--- src/rtl/input_pkg.sv ---
// Shared definitions for the board-input conditioning front end.
// Latency: n/a (types and constants only).
// Backpressure: n/a.
package input_pkg;

  // Debounce FSM encoding: bit 1 equals the debounced level of the state.
  typedef enum logic [1:0] {
    STABLE_LO = 2'b00,
    WAIT_HI   = 2'b01,
    STABLE_HI = 2'b11,
    WAIT_LO   = 2'b10
  } db_state_e;

  // 10 ms qualification window at a 100 MHz clk.
  localparam int DEFAULT_DEBOUNCE_CYCLES = 1_000_000;

endpackage : input_pkg

--- src/rtl/debounce_channel.sv ---
// One board input: 2-flop synchroniser, counter-qualified debounce FSM, rising-edge pulse.
// Latency: level follows a held raw change DEBOUNCE_CYCLES+2 edges after first sampling it.
// Backpressure: none; level and rise are free-running registered outputs.
module debounce_channel
  import input_pkg::*;
#(
  parameter int DEBOUNCE_CYCLES = DEFAULT_DEBOUNCE_CYCLES
) (
  input  logic clk,
  input  logic rst,
  input  logic raw,
  output logic level,
  output logic rise
);

  localparam int CNT_W = $clog2(DEBOUNCE_CYCLES);
  localparam logic [CNT_W-1:0] CNT_MAX = CNT_W'(DEBOUNCE_CYCLES - 1);
  localparam logic [CNT_W-1:0] CNT_ONE = CNT_W'(1);

  logic [1:0]       sync_q, sync_d;
  db_state_e        state_q, state_d;
  logic [CNT_W-1:0] cnt_q, cnt_d;
  logic             level_q, level_d;
  logic             rise_q, rise_d;
  logic             s;

  // Only the second synchroniser stage is ever looked at by the FSM.
  assign s = sync_q[1];

  // Next-state: synchroniser shift, debounce FSM, counter and output strobes.
  always_comb begin
    sync_d  = {sync_q[0], raw};
    state_d = state_q;
    cnt_d   = '0;
    level_d = level_q;
    rise_d  = 1'b0;
    case (state_q)
      STABLE_LO: begin
        level_d = 1'b0;
        if (s) begin
          state_d = WAIT_HI;
          cnt_d   = CNT_ONE;
        end
      end
      WAIT_HI: begin
        if (!s) begin
          // Bounce: fall back without touching the output.
          state_d = STABLE_LO;
        end else if (cnt_q == CNT_MAX) begin
          state_d = STABLE_HI;
          level_d = 1'b1;
          rise_d  = 1'b1;
        end else begin
          cnt_d = cnt_q + 1'b1;
        end
      end
      STABLE_HI: begin
        level_d = 1'b1;
        if (!s) begin
          state_d = WAIT_LO;
          cnt_d   = CNT_ONE;
        end
      end
      WAIT_LO: begin
        if (s) begin
          state_d = STABLE_HI;
        end else if (cnt_q == CNT_MAX) begin
          // Falling edges are accepted silently: no pulse.
          state_d = STABLE_LO;
          level_d = 1'b0;
        end else begin
          cnt_d = cnt_q + 1'b1;
        end
      end
      default: begin
        state_d = STABLE_LO;
        level_d = 1'b0;
      end
    endcase
  end

  // State register; synchronous active-low reset drops any debounce in progress.
  always_ff @(posedge clk) begin
    if (!rst) begin
      sync_q  <= '0;
      state_q <= STABLE_LO;
      cnt_q   <= '0;
      level_q <= 1'b0;
      rise_q  <= 1'b0;
    end else begin
      sync_q  <= sync_d;
      state_q <= state_d;
      cnt_q   <= cnt_d;
      level_q <= level_d;
      rise_q  <= rise_d;
    end
  end

  assign level = level_q;
  assign rise  = rise_q;

endmodule : debounce_channel

--- src/rtl/input_conditioner.sv ---
// Cleans the A/B/I board inputs into debounced levels plus rising-edge pulses.
// Latency: DEBOUNCE_CYCLES+2 clk edges from first raw sample to output change.
// Backpressure: none; three independent free-running channels.
module input_conditioner
  import input_pkg::*;
#(
  parameter int DEBOUNCE_CYCLES = DEFAULT_DEBOUNCE_CYCLES
) (
  input  logic clk,
  input  logic rst,
  input  logic a_raw,
  input  logic b_raw,
  input  logic i_raw,
  output logic A,
  output logic B,
  output logic I,
  output logic a_rise,
  output logic b_rise,
  output logic i_rise
);

  debounce_channel #(.DEBOUNCE_CYCLES(DEBOUNCE_CYCLES)) u_a (
    .clk   (clk),
    .rst   (rst),
    .raw   (a_raw),
    .level (A),
    .rise  (a_rise)
  );

  debounce_channel #(.DEBOUNCE_CYCLES(DEBOUNCE_CYCLES)) u_b (
    .clk   (clk),
    .rst   (rst),
    .raw   (b_raw),
    .level (B),
    .rise  (b_rise)
  );

  debounce_channel #(.DEBOUNCE_CYCLES(DEBOUNCE_CYCLES)) u_i (
    .clk   (clk),
    .rst   (rst),
    .raw   (i_raw),
    .level (I),
    .rise  (i_rise)
  );

endmodule : input_conditioner

--- config.mk ---
export PLATFORM = sky130hd
export DESIGN_NAME = input_conditioner
export DESIGN_NICKNAME = d
export VERILOG_FILES = /design/src/rtl/input_pkg.sv /design/src/rtl/debounce_channel.sv /design/src/rtl/input_conditioner.sv
export SDC_FILE = /design/constraint.sdc
export NUM_CORES = 1
export LEC_CHECK = 0
export ABC_AREA = 1
export BUFFER_PORTS_ARGS = -buffer_cell sky130_fd_sc_hd__buf_2
export CAP_MARGIN = 20
export CORE_ASPECT_RATIO = 0.6
export CORE_UTILIZATION = 65
export CTS_BUF_LIST = sky130_fd_sc_hd__clkbuf_8
export DETAILED_ROUTE_END_ITERATION = 16
export PLACE_DENSITY_LB_ADDON = 0.05
export SETUP_SLACK_MARGIN = 0.1
export SYNTH_ARGS = -nofsm -noshare
export SYNTH_HDL_FRONTEND = slang
export SYNTH_SLANG_ARGS = --single-unit
--- constraint.sdc ---
create_clock -name clk -period 1.7 [get_ports clk]
set_input_delay 0.085 -clock clk [delete_from_list [all_inputs] [get_ports clk]]
set_output_delay 0.085 -clock clk [all_outputs]
set_load 0.005 [all_outputs]
==> impl_metrics.json <==
{
  "fp.coreArea_um2": 6110,
  "hold_viol": 0,
  "ys_seq_area_share_pct": 38.0,
  "vias": 3849,
  "cp_slowest_cell": "dfxtp_2",
  "critical-path-top-delay-family": "simple AND/OR/NAND/NOR gates",
  "cellLeakagePower_nw": 1.91,
  "path_clk_slew_ns": 0.08,
  "skew_ns": 0.0101,
  "yosysTopAreaCell": "dfxtp_1",
  "r2r-start": "u_a.cnt_q[0]",
  "start_util_pct": 67.3,
  "cts_buffers": 9,
  "critical_path.startpoint_type": "flop",
  "gp_congestion": 0.872,
  "drt_pass1_iterations": 5,
  "cts_max_level": 3,
  "syn-mean-instance-area_um2": 7.11,
  "dieArea_um2": 6660,
  "async_flop_share_pct": 0,
  "synthTopCellsByArea": "dfxtp_1 (38%), nand2_1 (10%), nor2_1 (9.0%)",
  "drc": 0,
  "die_h_um": 63.6,
  "yosysMostFrequentCell": "nand2_1",
  "hold_slack_ns": 0.0840,
  "path_cells": "ha_2, nand3_2, inv_1, nand3_2, nor4_1, nand2_1, nand2_1, nor2_1",
  "final_net_count": 643,
  "placed_area_um2": 4350,
  "syn_nets": 598,
  "num_rows": 22,
  "wirelength_um": 9620,
  "hold_path_class": "in -> reg",
  "syn_area_um2": 4110,
  "die_w_um": 105,
  "slew_headroom_pct": 72.8,
  "max_cap_violations": 0,
  "ys_warn_count": 0,
  "cpPeakStageDelay_ns": 0.35,
  "critical_path_required_ns": 1.95,
  "drive_gt1_share_pct": 23.4,
  "ys_top_cells_by_count": "nand2_1 (112), nor2_1 (99), inv_1 (81), dfxtp_1 (78)",
  "power_density_nw_per_um2": 967,
  "worst_pin_slew_ns": 0.404,
  "worstSetupEndpointType": "flop",
  "synth_top_area_share_pct": 38.0,
  "setup_violations": 0,
  "root_buffer": "clkbuf_8",
  "yosysUniqueCellTypes": 41,
  "grt_antenna_before_repair": 0,
  "hpwl_um": 6490,
  "design_area_um2": 4950,
  "min_from": "rst",
  "grt_pass1_vias": 3420,
  "cts_sinks": 78,
  "fmax_mhz": 621,
  "boundaryPins": 11,
  "cp_max_fo": 6,
  "slew_violations": 0,
  "vias_per_cell": 5.41,
  "grt_max_degree": 19,
  "diodes": 0,
  "clock_path_buffers": 2,
  "path_buf_inv": 1,
  "crit_arrival_ns": 1.86,
  "clock_latency_ns": 0.35,
  "global_route.usage.total_pct": 29.0,
  "fin_crit_sh_pct": 94.8,
  "ir_drop_mv": 0.958,
  "crit_start": "u_a.cnt_q[0]",
  "rsz0062_at_grt": "yes",
  "n_fill_cell": 402,
  "postRouteAntennaNets": 0,
  "gr-total-overflow": 0,
  "netlist_instances": 578,
  "tns_ns": 0,
  "ys_ff_latch": 78,
  "cts_tree": "yes",
  "routedWlPerCell_um": 13.5,
  "dr.first_iter.drc_count": 173,
  "grt_pass1_wl_um": 15300,
  "syn2layout_area_growth_pct": 20.5,
  "worstSetupPathType": "reg -> reg",
  "ys.flop_type": "dfxtp_1",
  "numPortBuffers": 10,
  "synth_edf_count": 0,
  "finalCriticalPeriod_ns": 1.61,
  "status": "finished clean"
}
==> worst reg2reg max path: stages (launching register included) <==
cell and delay, ns:
dfxtp_2 0.35, ha_2 0.18, nand3_2 0.12, inv_1 0.11, nand3_2 0.14, nor4_1 0.35, nand2_1 0.13, nand2_1 0.09
nor2_1 0.04
==> flip-flops by register name (all words and copies together) (netlist names) <==
register / flops
u_a.cnt_q: 20
u_a.level: 1
u_a.rise: 1
u_a.state_q: 2
u_a.sync_q: 2
u_b.cnt_q: 20
u_b.level: 1
u_b.rise: 1
u_b.state_q: 2
u_b.sync_q: 2
u_i.cnt_q: 20
u_i.level: 1
u_i.rise: 1
u_i.state_q: 2
u_i.sync_q: 2
==> final timing paths <==
path / slack [ns] / cells past startpoint / endpoint
max: 0.09 / 8 / u_a.cnt_q[18]
max reg2reg: 0.09 / 8 / u_a.cnt_q[18]
min: 0.08 / 3 / u_b.state_q[0]
min reg2reg: 0.42 / 2 / u_a.sync_q[1]
==> timing repair <==
action	CTS	global route
pin swaps	2	13
hold buffers	3	0
hold endpoints to repair	3	0
cloned	1	0
gates resized for setup	7	74
buffers inserted	2	10
endpoints found under the setup margin	36	63
==> metal layers <==
layer | vias up | global-route usage [%] | wire [um]
li1 | 1943 | - | -
met1 | 1772 | 39.4 | 4580
met2 | 109 | 44.4 | 4390
met3 | 25 | 6.21 | 451
met4 | 0 | 12.9 | 203
met5 | - | 0 | 0
==> placed cells by master, fill, tap and decap left out, types with 3 or more instances in the layout <==
cell | netlist | routed
xor2_1 | 12 | 12
nor2_4 | 3 | 8
nand2_1 | 112 | 110
nand4_1 | 11 | 11
nor3_2 | 1 | 4
ha_1 | 15 | 10
nor4_1 | 6 | 6
nor2_2 | 4 | 15
nor3_1 | 23 | 20
dfxtp_2 | 0 | 17
buf_4 | 2 | 26
xnor2_1 | 5 | 5
o21ai_0 | 20 | 20
nand2_2 | 5 | 5
a21oi_1 | 29 | 28
nor2_1 | 99 | 83
ha_4 | 0 | 3
buf_2 | 2 | 10
nand3_4 | 0 | 8
nand3_2 | 10 | 8
nand3_1 | 29 | 23
nor3b_2 | 3 | 6
nand2_4 | 1 | 3
inv_2 | 3 | 5
dfxtp_1 | 78 | 59
dlygate4sd3_1 | 0 | 3
clkinv_2 | 0 | 3
inv_1 | 81 | 79
clkbuf_8 | 0 | 11
==> cell families after synthesis <==
family / count (synthesis) / synth area share (%)
AOI/OAI and AO/OA: 58 / 7.79
xor gates and xnor gates: 17 / 3.62
adders and majority gates: 15 / 4.57
buffers and inverters: 91 / 8.74
DFF: 78 / 38.0
muxes: 1 / 0.244
and+or+nand+nor: 318 / 37.0
==> where the power goes <==
part | switching (W) | internal (W)
Combinational | 0.000877 | 0.000571
Sequential | 0.000121 | 0.00196
Clock | 0.000669 | 0.000594
Total | 0.00167 | 0.00312
==> layout make-up <==
type / count / area [um^2] / share of cell area (%)
multi-input cells: 410 / 2470 / 49.9
flip-flops and latches: 78 / 1590 / 32.1
inverters: 84 / 315 / 6.36
repair buffers: 40 / 295 / 5.96
clock buffers: 11 / 151 / 3.06
well taps: 84 / 105 / 2.12
clock inverters: 4 / 22.5 / 0.455
==> through the flow <==
stage	worst slack [ns]	std cells	power (W)	utilization, %
2_1_floorplan	0.224	578	0.00299	-
3_3_place_gp	0.0395	680	0.00321	71.1
3_5_place_dp	0.0117	680	0.00326	71.1
4_1_cts	0.112	701	0.00457	75.5
5_1_grt	0.0412	711	0.00508	81.1
6_report	0.0891	711	0.00479	81.1
(Power assumes the default switching activity.)
